[config.mk]
export PLATFORM = sky130hd
export DESIGN_NAME = timeout_sched
export DESIGN_NICKNAME = d
export VERILOG_FILES = /design/src/rtl/timeout_pkg.sv /design/src/rtl/timeout_sched_prescaler.sv /design/src/rtl/timeout_sched.sv
export SDC_FILE = /design/constraint.sdc
export NUM_CORES = 1
export LEC_CHECK = 0
export CORE_AREA = 3 3 96 98
export DETAILED_ROUTE_END_ITERATION = 10
export DIE_AREA = 0 0 99 101
export PLACE_DENSITY = 0.65
export SYNTH_ARGS = -nofsm -noshare
export SYNTH_HDL_FRONTEND = slang
export SYNTH_HIERARCHICAL = 1
export SYNTH_SLANG_ARGS = --single-unit
[constraint.sdc]
create_clock -name clk -period 2.26 [get_ports clk]
set_input_delay 0.565 -clock clk [delete_from_list [all_inputs] [get_ports clk]]
set_output_delay 0.565 -clock clk [all_outputs]
set_load 0.05 [all_outputs]
[src/rtl/timeout_pkg.sv]
// Shared definitions for the timeout scheduler: channel state encoding and default sizes.
package timeout_pkg;

    localparam int unsigned CH_DEF = 4;
    localparam int unsigned TW_DEF = 8;
    localparam int unsigned PW_DEF = 20;

    typedef enum logic {
        ST_IDLE = 1'b0,
        ST_RUN  = 1'b1
    } ch_state_t;

endpackage

[src/rtl/timeout_sched_prescaler.sv]
// Free-running prescaler: WIDTH-bit up-counter with synchronous clear and count enable.
// co is the carry out, high while enabled and the count sits at its all-ones value.
module timeout_sched_prescaler #(
    parameter int unsigned WIDTH = 20
) (
    input  logic clk,
    input  logic clr,
    input  logic ce,
    output logic co
);

    logic [WIDTH-1:0] count_q;
    logic [WIDTH-1:0] count_d;

    // Next count: clear dominates, otherwise advance when enabled.
    always_comb begin
        count_d = count_q;
        if (clr) begin
            count_d = '0;
        end else if (ce) begin
            count_d = count_q + WIDTH'(1);
        end
    end

    // Count register.
    always_ff @(posedge clk) begin
        count_q <= count_d;
    end

    assign co = ce & (&count_q);

endmodule

[src/rtl/timeout_sched.sv]
// Multi-channel timeout scheduler: CH independent down-counters in prescaler ticks,
// sharing one prescaler whose phase restarts when the first channel leaves all-idle.
module timeout_sched
    import timeout_pkg::*;
#(
    parameter int unsigned CH = CH_DEF,
    parameter int unsigned TW = TW_DEF,
    parameter int unsigned PW = PW_DEF
) (
    input  logic          clk,
    input  logic          clr,
    input  logic          en,
    input  logic [CH-1:0] start,
    input  logic [CH-1:0] stop,
    input  logic [TW-1:0] tval,
    output logic [CH-1:0] busy,
    output logic [CH-1:0] expire,
    output logic          tick
);

    logic any_run;
    logic presc_clr;

    // busy is already registered, so the prescaler holds cleared through the cycle
    // in which the first channel starts and begins counting on the following edge.
    assign any_run   = |busy;
    assign presc_clr = ~any_run | ~clr;

    timeout_sched_prescaler #(
        .WIDTH (PW)
    ) u_presc (
        .clk (clk),
        .clr (presc_clr),
        .ce  (en),
        .co  (tick)
    );

    for (genvar i = 0; i < int'(CH); i++) begin : g_ch
        ch_state_t     state_q;
        ch_state_t     state_d;
        logic [TW-1:0] cnt_q;
        logic [TW-1:0] cnt_d;
        logic          exp_q;
        logic          exp_d;

        // Channel next-state: start wins over stop, stop wins over a terminal tick.
        always_comb begin
            state_d = state_q;
            cnt_d   = cnt_q;
            exp_d   = 1'b0;
            case (state_q)
                ST_IDLE: begin
                    if (start[i]) begin
                        if (tval != '0) begin
                            state_d = ST_RUN;
                            cnt_d   = tval;
                        end else begin
                            exp_d = 1'b1;
                        end
                    end
                end
                ST_RUN: begin
                    if (start[i]) begin
                        if (tval != '0) begin
                            cnt_d = tval;
                        end else begin
                            state_d = ST_IDLE;
                            cnt_d   = '0;
                            exp_d   = 1'b1;
                        end
                    end else if (stop[i]) begin
                        state_d = ST_IDLE;
                        cnt_d   = '0;
                    end else if (tick) begin
                        if (cnt_q == TW'(1)) begin
                            state_d = ST_IDLE;
                            cnt_d   = '0;
                            exp_d   = 1'b1;
                        end else begin
                            cnt_d = cnt_q - TW'(1);
                        end
                    end
                end
                default: begin
                    state_d = ST_IDLE;
                    cnt_d   = '0;
                end
            endcase
        end

        // Channel state, counter and expire pulse registers with synchronous reset.
        always_ff @(posedge clk) begin
            if (!clr) begin
                state_q <= ST_IDLE;
                cnt_q   <= '0;
                exp_q   <= 1'b0;
            end else begin
                state_q <= state_d;
                cnt_q   <= cnt_d;
                exp_q   <= exp_d;
            end
        end

        assign busy[i]   = (state_q == ST_RUN);
        assign expire[i] = exp_q;
    end

endmodule

* Yosys cells after proc, flatten, opt, wreduce, memory -nomap -nowiden *
Index checks and enable logic that the tools add are counted.
W data, S select, Z words.

operators by class
  add/subtract/negate cells = 5
  equality and inequality tests = 16
  mux-type cells = 76
  bitwise logic cells = 8
  reductions and logical operators = 7

operators by type and width
  operator                 number
  $mux W8                  22
  $pmux W8 S2              4
  $mux W1                  42
  $eq A8 B1 Y1 const B     4
  $sub A8 B1 Y8 const B    4
  $add A20 B1 Y20 const B  1
  $reduce_and A20 Y1       1
  $ne A2 B2 Y1 const B     8
  $ne A4 B4 Y1 const B     4
  $pmux W1 S2              8
  $reduce_and A3 Y1        4
  $reduce_bool A8 Y1       1
  $not A1 Y1               6
  $reduce_or A4 Y1         1
  $and A1 B1 Y1            1
  $or A1 B1 Y1             1

word-level totals
  bits in registers = 60
  output and inout port bits = 9

* Logic depth before layout (Yosys ltp) *
Gate-level depths: netlist (run 1).

  depth in word-level cells = 6
  gate-level depth with buffers = 9
  mapped depth without buffers = 7

* By module *
The synthesis (run 1) kept the hierarchy.

modules (own cells, without submodules)
  module                   times used  cells each  area an instance (sq um)  sequential area each (sq um)
  timeout_sched            1           345         2849.0                    800.8
  timeout_sched_prescaler  1           103         942.2                     400.4

* Worst setup path after synthesis (run 1) *
No wires, ideal clock.

  path kind = in2reg
  from = input port en
  to = register g_ch[2].cnt_q[0]
  setup time = 87 ps
  arrival = 3537 ps
  required time = 2173 ps
  slack = -1364 ps
  stages on the path = 9
  cell sequence = buf_4 -> and4_1 -> buf_6 -> nand4_4 -> nor3_1 -> o31ai_1 -> and2_1 -> buf_2 -> a221oi_2

on the way
  cells in the longest elaborated chain, start to end = 3

RTL lines
  item                         RTL line                       text
  from (decl)                  timeout_sched.sv:12            input logic en,
  $and A1 B1 Y1                timeout_sched_prescaler.sv:30  assign co = ce & (&count_q);
  net tick                     timeout_sched.sv:18            output logic tick
  $ne A4 B4 Y1 (no line)       n/a
  $reduce_and A3 Y1 (no line)  n/a
  to (signal assigned)         timeout_sched.sv:99            cnt_q <= cnt_d;
  to (decl)                    timeout_sched.sv:41            logic [TW-1:0] cnt_q;

The timed path passes the listed nets, and every way through them passes these cells.
A chain may end at the register's enable or synchronous reset.

* Worst setup path after layout (run 1) *
  from = input port tval[4]
  to = register g_ch[0].cnt_q[3]

on the way
  cells in the longest elaborated chain, start to end = 4
  elaborated cells on any way between the ends = 6
  classes of those cells = eq/ne (1); mux (3); reduce/logical (2)

RTL lines
  item                    RTL line                                  text
  from (decl)             timeout_sched.sv:15                       input logic [TW-1:0] tval,
  $reduce_bool A8 Y1 (*)  timeout_sched.sv:54, timeout_sched.sv:64
  $mux W8                 timeout_sched.sv:64                       if (tval != '0) begin
  $mux W8                 timeout_sched.sv:63                       if (start[i]) begin
  $pmux W8 S2             timeout_sched.sv:51                       case (state_q)
  to (signal assigned)    timeout_sched.sv:99
  to (decl)               timeout_sched.sv:41

Every way passes the cells marked *; elsewhere a longest branch is shown, timed or not.

==> summary.txt, run 1 <==
Critical path
  • CP max stage cell: or4_4
  • Worst setup SP type: input port
  • Critical Path RT: around 2.5 ns
  • Crit Path Category: input port to register
  • Crit path max-delay family: buffers and inverters
  • CP Data Arrival Time: 2.46 ns
  • Critical path peak fanout: 8
  • CP Capture Type: register
  • Reg-to-reg slack, setup: around 0.07 ns
  • Max stage delay on crit path: 0.55 ns
  • Buf/Inv on CP: 3
  • Cell chain of the critical path: clkdlybuf4s50_1 -> or4_4 -> buf_6 -> o32a_4 -> buf_4 -> a32o_1

Timing
  • Final clock skew: roughly 0.0096 ns
  • Post-route minimum period: 2.22 ns
  • Final Setup Violations: 0
  • Fin. max-slew vios: 0
  • Final period util: 98.1%
  • FMAX: approximately 450 MHz
  • Fin worst setup slack: about 0.043 ns
  • Hold WS: 0.495 ns
  • Max-slew headroom: about three fifths
  • RSZ-0062 raised after global routing: true
  • Hold Vio Cnt, Final: 0
  • Tightest Pin Transition: 0.589 ns

Final layout
  • Share of post-route cells with drive strength above 1: 26.3%
  • Final instance area: 0.00497 mm²
  • Post-layout util: 58.1%
  • Area delta synth->final: 31.0%
  • Non-Filler Instances: 640
  • Antenna cell count: 0
  • Number of nets in the layout: 555

Floorplan
  • Site Rows: 34
  • # IOs: 28
  • Die ar.: 0.0100 mm²
  • Die width: 99 µm
  • Starting Density: 44.3%
  • Total core area: 0.00855 mm²
  • Die H: 101 µm

CTS
  • Total CTS buffers: 9
  • Max clock buf depth: 2
  • CTS tree: done
  • Clock Latency Late Sink: about 0.35 ns
  • H-tree depth: 3
  • Sink Count: 60
  • Hold_buf cts: 0
  • Root Buffer: clkbuf_8
  • CTS clk-pin slew, worst paths: about 0.08 ns

Synthesis
  • Post-Syn Area per Cell: 8.46 µm²
  • Synth Area in Adders: 2.97%
  • Number of synthesized flops with an enable pin: 0
  • XOR/XNOR share of the synthesized area: between 2 and 3%
  • Largest family of logic cells by synthesized area: compound AO/OA/AOI/OAI gates
  • Post-synthesis mux area share: 0.264%
  • Syn Std Cell Area: 0.00379 mm²
  • Syn Nets: 476
  • Flops & latches, synth: 60
  • Synth Area in Compound Gates: 30.5%
  • Synth Flop Type: dfxtp_1
  • Post-Synth Simple-Gate Area: about a quarter
  • Seq/Total Area, Yosys: roughly a third
  • Yosys warns: 6
  • FFs w/ async S/R, synth: 0%
  • Cell variety after synth: between 70 and 80
  • Synth Instances: 448

Global route
  • First-pass GRT wire length: 17800 µm
  • Congestion Overflow GR: 0
  • Initial antenna violation count: 0
  • Total track usage: 21.9%
  • Number of global-route vias before repair: roughly 3700
  • Largest net degree at the start of global routing: 26

Place
  • Post-DP HPWL: 7580 µm
  • Placed insts: slightly above 600
  • RD Place Congestion: approximately 0.95
  • Buffers added on ports: 27
  • Pre-CTS setup slack: -0.513 ns
  • Area after DPL: 0.00462 mm²

Power
  • P_leak: about 1.9 nW
  • Pwr/cell area: 597 mW/mm²
  • Maximum VDD drop: 0.000316 V

Drt
  • Routed WL: 10900 µm
  • Routed vias: 3919
  • Vias per cell: 6.12
  • Starting DRT DRC Count: 270
  • Initial DRT Pass Iterations: 5
  • DRC Markers: 0
  • Wire length per cell: around 17 µm
  • Final ANT Viol Nets: 0

Worst hold path
  • Min-Delay Path Class: register to register

Run
  • Max Cap Viol: 0

Run status
  • Outcome: finished clean
==> per-layer routing <==
metal,track usage (%),up-vias,wire length (µm)
li1,-,1886,-
met1,29.1,1859,4880
met5,0,-,0
met2,33.6,146,5020
met3,5.54,28,676
met4,9.45,0,341
==> state kept, by name (all words and copies together), names as in the netlist <==
signal,flops
g_ch.exp_q,4
g_ch.cnt_q,32
u_presc/count_q,20
g_ch.state_q,4
==> repair_timing <==
| action | 4_1_cts | 5_1_grt |
|---|---|---|
| setup endpoints to repair | 28 | 28 |
| pin swaps | 2 | 5 |
| gates resized for setup | 7 | 17 |
| setup buffers | 3 | 5 |
==> area by class of cell <==
| cell class | count | area (µm²) |
|---|---|---|
| Inverter | 20 | 75.1 |
| Clock buffer | 10 | 138 |
| Timing Repair Buffer | 97 | 848 |
| Multi-Input combinational cell | 339 | 2460 |
| Clock inverter | 6 | 95.1 |
| Sequential cell | 60 | 1210 |
| Fill cell | 770 | 3580 |
| Tap cell | 108 | 135 |
==> synthesized netlist by cell type (all sizes together) (11+ instances only) <==
| cell type | number | area (µm²) |
|---|---|---|
| nor2 | 38 | 143 |
| a21oi | 19 | 95.1 |
| inv | 19 | 71.3 |
| a22oi | 17 | 128 |
| dfxtp | 60 | 1200 |
| o32ai | 16 | 159 |
| clkbuf | 13 | 48.8 |
| nor3 | 19 | 95.1 |
| buf | 16 | 121 |
| o21ai | 19 | 114 |
| nand2 | 43 | 171 |
| nand4 | 11 | 83.8 |
==> worst min-delay path, stage by stage, from the launching register on <==
cell	delay, ns
dfxtp_1	0.33
o31ai_1	0.07
a21oi_1	0.06
==> power by group <==
| part | leakage [nW] | switching, mW | total [mW] | internal [mW] |
|---|---|---|---|---|
| combinational | 1.26 | 0.357 | 0.647 | 0.290 |
| clock | 0.117 | 0.480 | 1.14 | 0.663 |
| sequential | 0.495 | 0.0666 | 1.18 | 1.11 |
==> logic make-up (layout without fill, tap and decap cells) <==
family,after synthesis,in the layout
AO/OA/AOI/OAI,142,142
XOR/XNOR,12,12
adder cells (fa/ha/maj),9,9
buffers and inverters,49,133
flip-flops,60,60
multiplexers,1,1
AND/OR/NAND/NOR,175,175
==> worst paths after layout <==
path / start / endpoint / cells past startpoint
setup / recovery: tval[4] / g_ch[0].cnt_q[3] / 6
hold / removal: u_presc/count_q[19] / u_presc/count_q[19] / 2
setup reg to reg: u_presc/count_q[15] / g_ch[3].cnt_q[3] / 10
hold reg to reg: u_presc/count_q[19] / u_presc/count_q[19] / 2
==> metrics by stage <==
step	power [mW]	setup TNS, ns
finish	2.97	0
global route	3.11	-0.103
detailed placement	1.82	-14.53
CTS	2.98	0
global placement	1.82	-12.72
floorplan	1.60	-10.20
==> cell usage in the layout (no fill, tap or decap), types with 8 or more instances in the layout <==
cell             count
buf_4               67
dfxtp_1             54
nand2_1             41
nor2_1              36
clkdlybuf4s50_1     20
inv_1               19
a21oi_1             19
nor3_1              18
a22oi_1             17
o21ai_0             13
o32ai_1             11
nand4_1             10
clkbuf_8            10
ha_1                 9
xor2_1               8
No activity file was read; power rests on OpenSTA's default activity.
==> run 2, diff against run 1 <==
--- a/config.mk
+++ b/config.mk
@@ -5,10 +5,11 @@
 export SDC_FILE = /design/constraint.sdc
 export NUM_CORES = 1
 export LEC_CHECK = 0
-export CORE_AREA = 3 3 96 98
+export CORE_AREA = 3 3 119 121
 export DETAILED_ROUTE_END_ITERATION = 10
-export DIE_AREA = 0 0 99 101
-export PLACE_DENSITY = 0.65
+export DIE_AREA = 0 0 122 124
+export PLACE_DENSITY = 0.45
+export SETUP_SLACK_MARGIN = 0.02
 export SYNTH_ARGS = -nofsm -noshare
 export SYNTH_HDL_FRONTEND = slang
 export SYNTH_HIERARCHICAL = 1
==> run 2 against run 1 <==
Compared with the run above:
- register-to-register slack gained 0.07 ns
- final cell count grew 12%
- global-route usage shrank 5.3 points
- critical path depth shrank 1
- maximum frequency grew 2.0%
- utilization shrank 19 points
- via count shrank 2.2%
- sequential share of layout area shrank 0.78 points
==> summary.txt, run 2 (synthesis results as in run 1) <==
Power
  • Pwr/cell area: 615 mW/mm² (+2.9%)
  • Logic pwr share: 21.2% (-0.6 points)
  • Maximum VDD drop: 0.000432 V (+36%)
  • Total power: 3.15 mW (+6.1%)
  • P_leak: 1.92 nW (+2.2%)
  • Sw frac: 28.6% (-1.8 points)
  • Net switching power: 0.901 mW (-0.22%)
  • Sequential Power Share: 37.3% (-2.4 points)
  • Clock power frac: 41.5% (+3.0 points)
  • Int Pwr: 2.25 mW (+8.9%)

Final layout
  • Largest registers: g_ch.cnt_q: 32 flops, u_presc/count_q: 20 flops
  • Most frequent cells in the layout: buf_4, dfxtp_1, nand2_1, nor2_1, clkdlybuf4s50_1
  • Most flop-heavy register: g_ch.cnt_q
  • Max FFs per register: 32 (unchanged)
  • Share of post-route cells with drive strength above 1: 25.1% (-1.2 points)
  • Final instance area: 0.00512 mm² (+3.1%)
  • Antenna cell count: 0 (unchanged)
  • Area delta synth->final: 35.0%
  • Post-layout util: 38.8% (-19 points)
  • Number of nets in the layout: 561 (+1.1%)
  • Commonest non-fill, non-tap cell in the layout: buf_4

Drt
  • Final ANT Viol Nets: 0 (unchanged)
  • Routed WL: 11800 µm (+8.1%)
  • Routed vias: 3831 (-2.2%)
  • Metal2 WL: 5600 µm (+11%)
  • Initial DRT Pass Iterations: 6 (+1)
  • Starting DRT DRC Count: 321 (+19%)
  • DRC Markers: 0 (unchanged)
  • Max layer used: met4
  • WL met3: 643 µm (-4.9%)
  • Wire length per cell: 16.5 µm (-3.1%)
  • Met1 WL: 5290 µm (+8.3%)
  • Vias per cell: 5.37 (-12%)

CTS
  • Sink Count: 60 (unchanged)
  • H-tree depth: 3 (unchanged)
  • Total CTS buffers: 9 (unchanged)
  • CTS tree: done
  • CTS clk-pin slew, worst paths: 0.05 ns (-0.03 ns)
  • Root Buffer: clkbuf_16
  • Clock Latency Late Sink: 0.33 ns (-0.02 ns)
  • Hold_buf cts: 0 (unchanged)
  • Max clock buf depth: 2 (unchanged)

Timing
  • Max-slew headroom: 65.5% (+5.2 points)
  • Tightest Pin Transition: 0.514 ns (-0.0753 ns)
  • Hold Vio Cnt, Final: 0 (unchanged)
  • FMAX: 460 MHz (+2.0%)
  • Final clock skew: 0.00378 ns (-0.00585 ns)
  • Final period util: 96.2% (-1.9 points)
  • Final Setup Violations: 0 (unchanged)
  • RSZ-0062 raised after global routing: true
  • Post-route minimum period: 2.17 ns (-0.0428 ns)
  • Fin. max-slew vios: 0 (unchanged)

Floorplan
  • Site Rows: 42 (+24%)
  • Die H: 124 µm (+23%)
  • Die width: 122 µm (+23%)
  • # IOs: 28 (unchanged)
  • Total core area: 0.0132 mm² (+54%)
  • Starting Density: 28.7% (-16 points)
  • Die ar.: 0.0151 mm² (+51%)

Global route
  • First-pass GRT wire length: 19400 µm (+8.7%)
  • Total track usage: 16.6% (-5.3 points)
  • Initial antenna violation count: 0 (unchanged)
  • Largest net degree at the start of global routing: 36 (+38%)
  • Number of global-route vias before repair: 3787 (+2.6%)
  • Congestion Overflow GR: 0 (unchanged)

Place
  • RD Place Congestion: 0.890 (-5.9%)
  • Post-DP HPWL: 8570 µm (+13%)
  • Buffers added on ports: 27 (unchanged)
  • Area after DPL: 0.00476 mm² (+3.0%)

Critical path
  • Worst reg2reg path depth: 9 (-1)
  • Crit path max-delay family: simple AND/OR/NAND/NOR gates
  • Cell chain of the critical path: and4_4 -> nand4_1 -> nor3_4 -> buf_12 -> buf_12
  • Reg2reg end: g_ch[0].cnt_q[3]
  • Crit Path Category: register to output pin
  • Critical R2R Launch: u_presc/count_q[12]
  • Worst setup SP type: register
  • CP Capture Type: output pin
  • CP Data Arrival Time: 1.61 ns (-0.85 ns)
  • Most frequent cell on the critical path: buf_12
  • Max stage delay on crit path: 0.36 ns (-0.19 ns)
  • Critical path peak fanout: 5 (-3)
  • Critical Path RT: 1.69 ns (-0.82 ns)
  • Reg-to-reg slack, setup: 0.14 ns (+0.07 ns)
  • CP max stage cell: dfxtp_4
  • Buf/Inv on CP: 2 (-1)

Worst hold path
  • Hold Path Stages: 2 (unchanged)
  • Hold Path Origin: u_presc/count_q[19]
  • Hold EP: u_presc/count_q[19]
  • Min-Delay Path Class: register to register

Run
  • Max Cap Viol: 0 (unchanged)

Run status
  • Outcome: finished clean
run 2: worst reg2reg max path: stages, from the launching register on:
cell and delay [ns]:
dfxtp_4 0.36, and4_4 0.22, nand4_1 0.19, nor3_4 0.26
buf_12 0.13, buf_4 0.19, o21a_4 0.17, o32a_4 0.21
o21ai_1 0.08, a32o_1 0.21
run 2: worst max-delay path by stage:
stage / from / endpoint / slack (ns) / cells past startpoint
2_1_floorplan: en / g_ch[3].cnt_q[4] / -0.37 / 9
3_3_place_gp: en / g_ch[0].cnt_q[4] / -0.39 / 9
3_5_place_dp: en / g_ch[0].cnt_q[3] / -0.42 / 9
4_1_cts: g_ch[1].state_q / busy[1] / 0.03 / 1
5_1_grt: u_presc/count_q[12] / tick / -0.0008 / 5
6_report: u_presc/count_q[12] / tick / 0.09 / 5
run 2: through the flow:
| stage | setup slack, ns | std cells | setup TNS (ns) | hold WS (ns) |
|---|---|---|---|---|
| 3_5_place_dp | -0.417 | 691 | -10.07 | 0.481 |
| 5_1_grt | -0.000830 | 714 | -0.000830 | 0.509 |
| 4_1_cts | 0.0263 | 710 | 0 | 0.488 |
| 6_report | 0.0857 | 714 | 0 | 0.486 |
| 2_1_floorplan | -0.372 | 448 | -10.20 | 0.452 |
| 3_3_place_gp | -0.393 | 691 | -9.52 | 0.463 |
run 2: routing by layer:
metal | GRT usage [%] | vias up
met5 | 0 | -
met4 | 6.72 | 0
met3 | 4.04 | 20
met2 | 27.9 | 96
met1 | 20.5 | 1825
li1 | - | 1890
run 2: area by class of cell:
| class | instances | area (µm²) |
|---|---|---|
| fill | 1351 | 8070 |
| multi-input combinational | 339 | 2440 |
| sequential | 60 | 1210 |
| timing repair buffer | 103 | 893 |
| clock buffer | 15 | 278 |
| tap | 176 | 220 |
| inverter | 20 | 75.1 |
| clock inverter | 1 | 5.00 |
run 2: repair_timing:
action,CTS,global route
endpoints found under the setup margin,5,26
gates cloned,0,0
buffers inserted,3,4
resized for setup,2,11
pin swaps,1,4
run 2: power by group through the flow:
stage	Sequential, mW	Clock (mW)	Combinational [mW]
global placement	1.20	0	0.660
detailed placement	1.19	0	0.660
finish	1.17	1.31	0.668
global route	1.18	1.40	0.735
floorplan	1.19	0	0.409
CTS	1.17	1.36	0.663
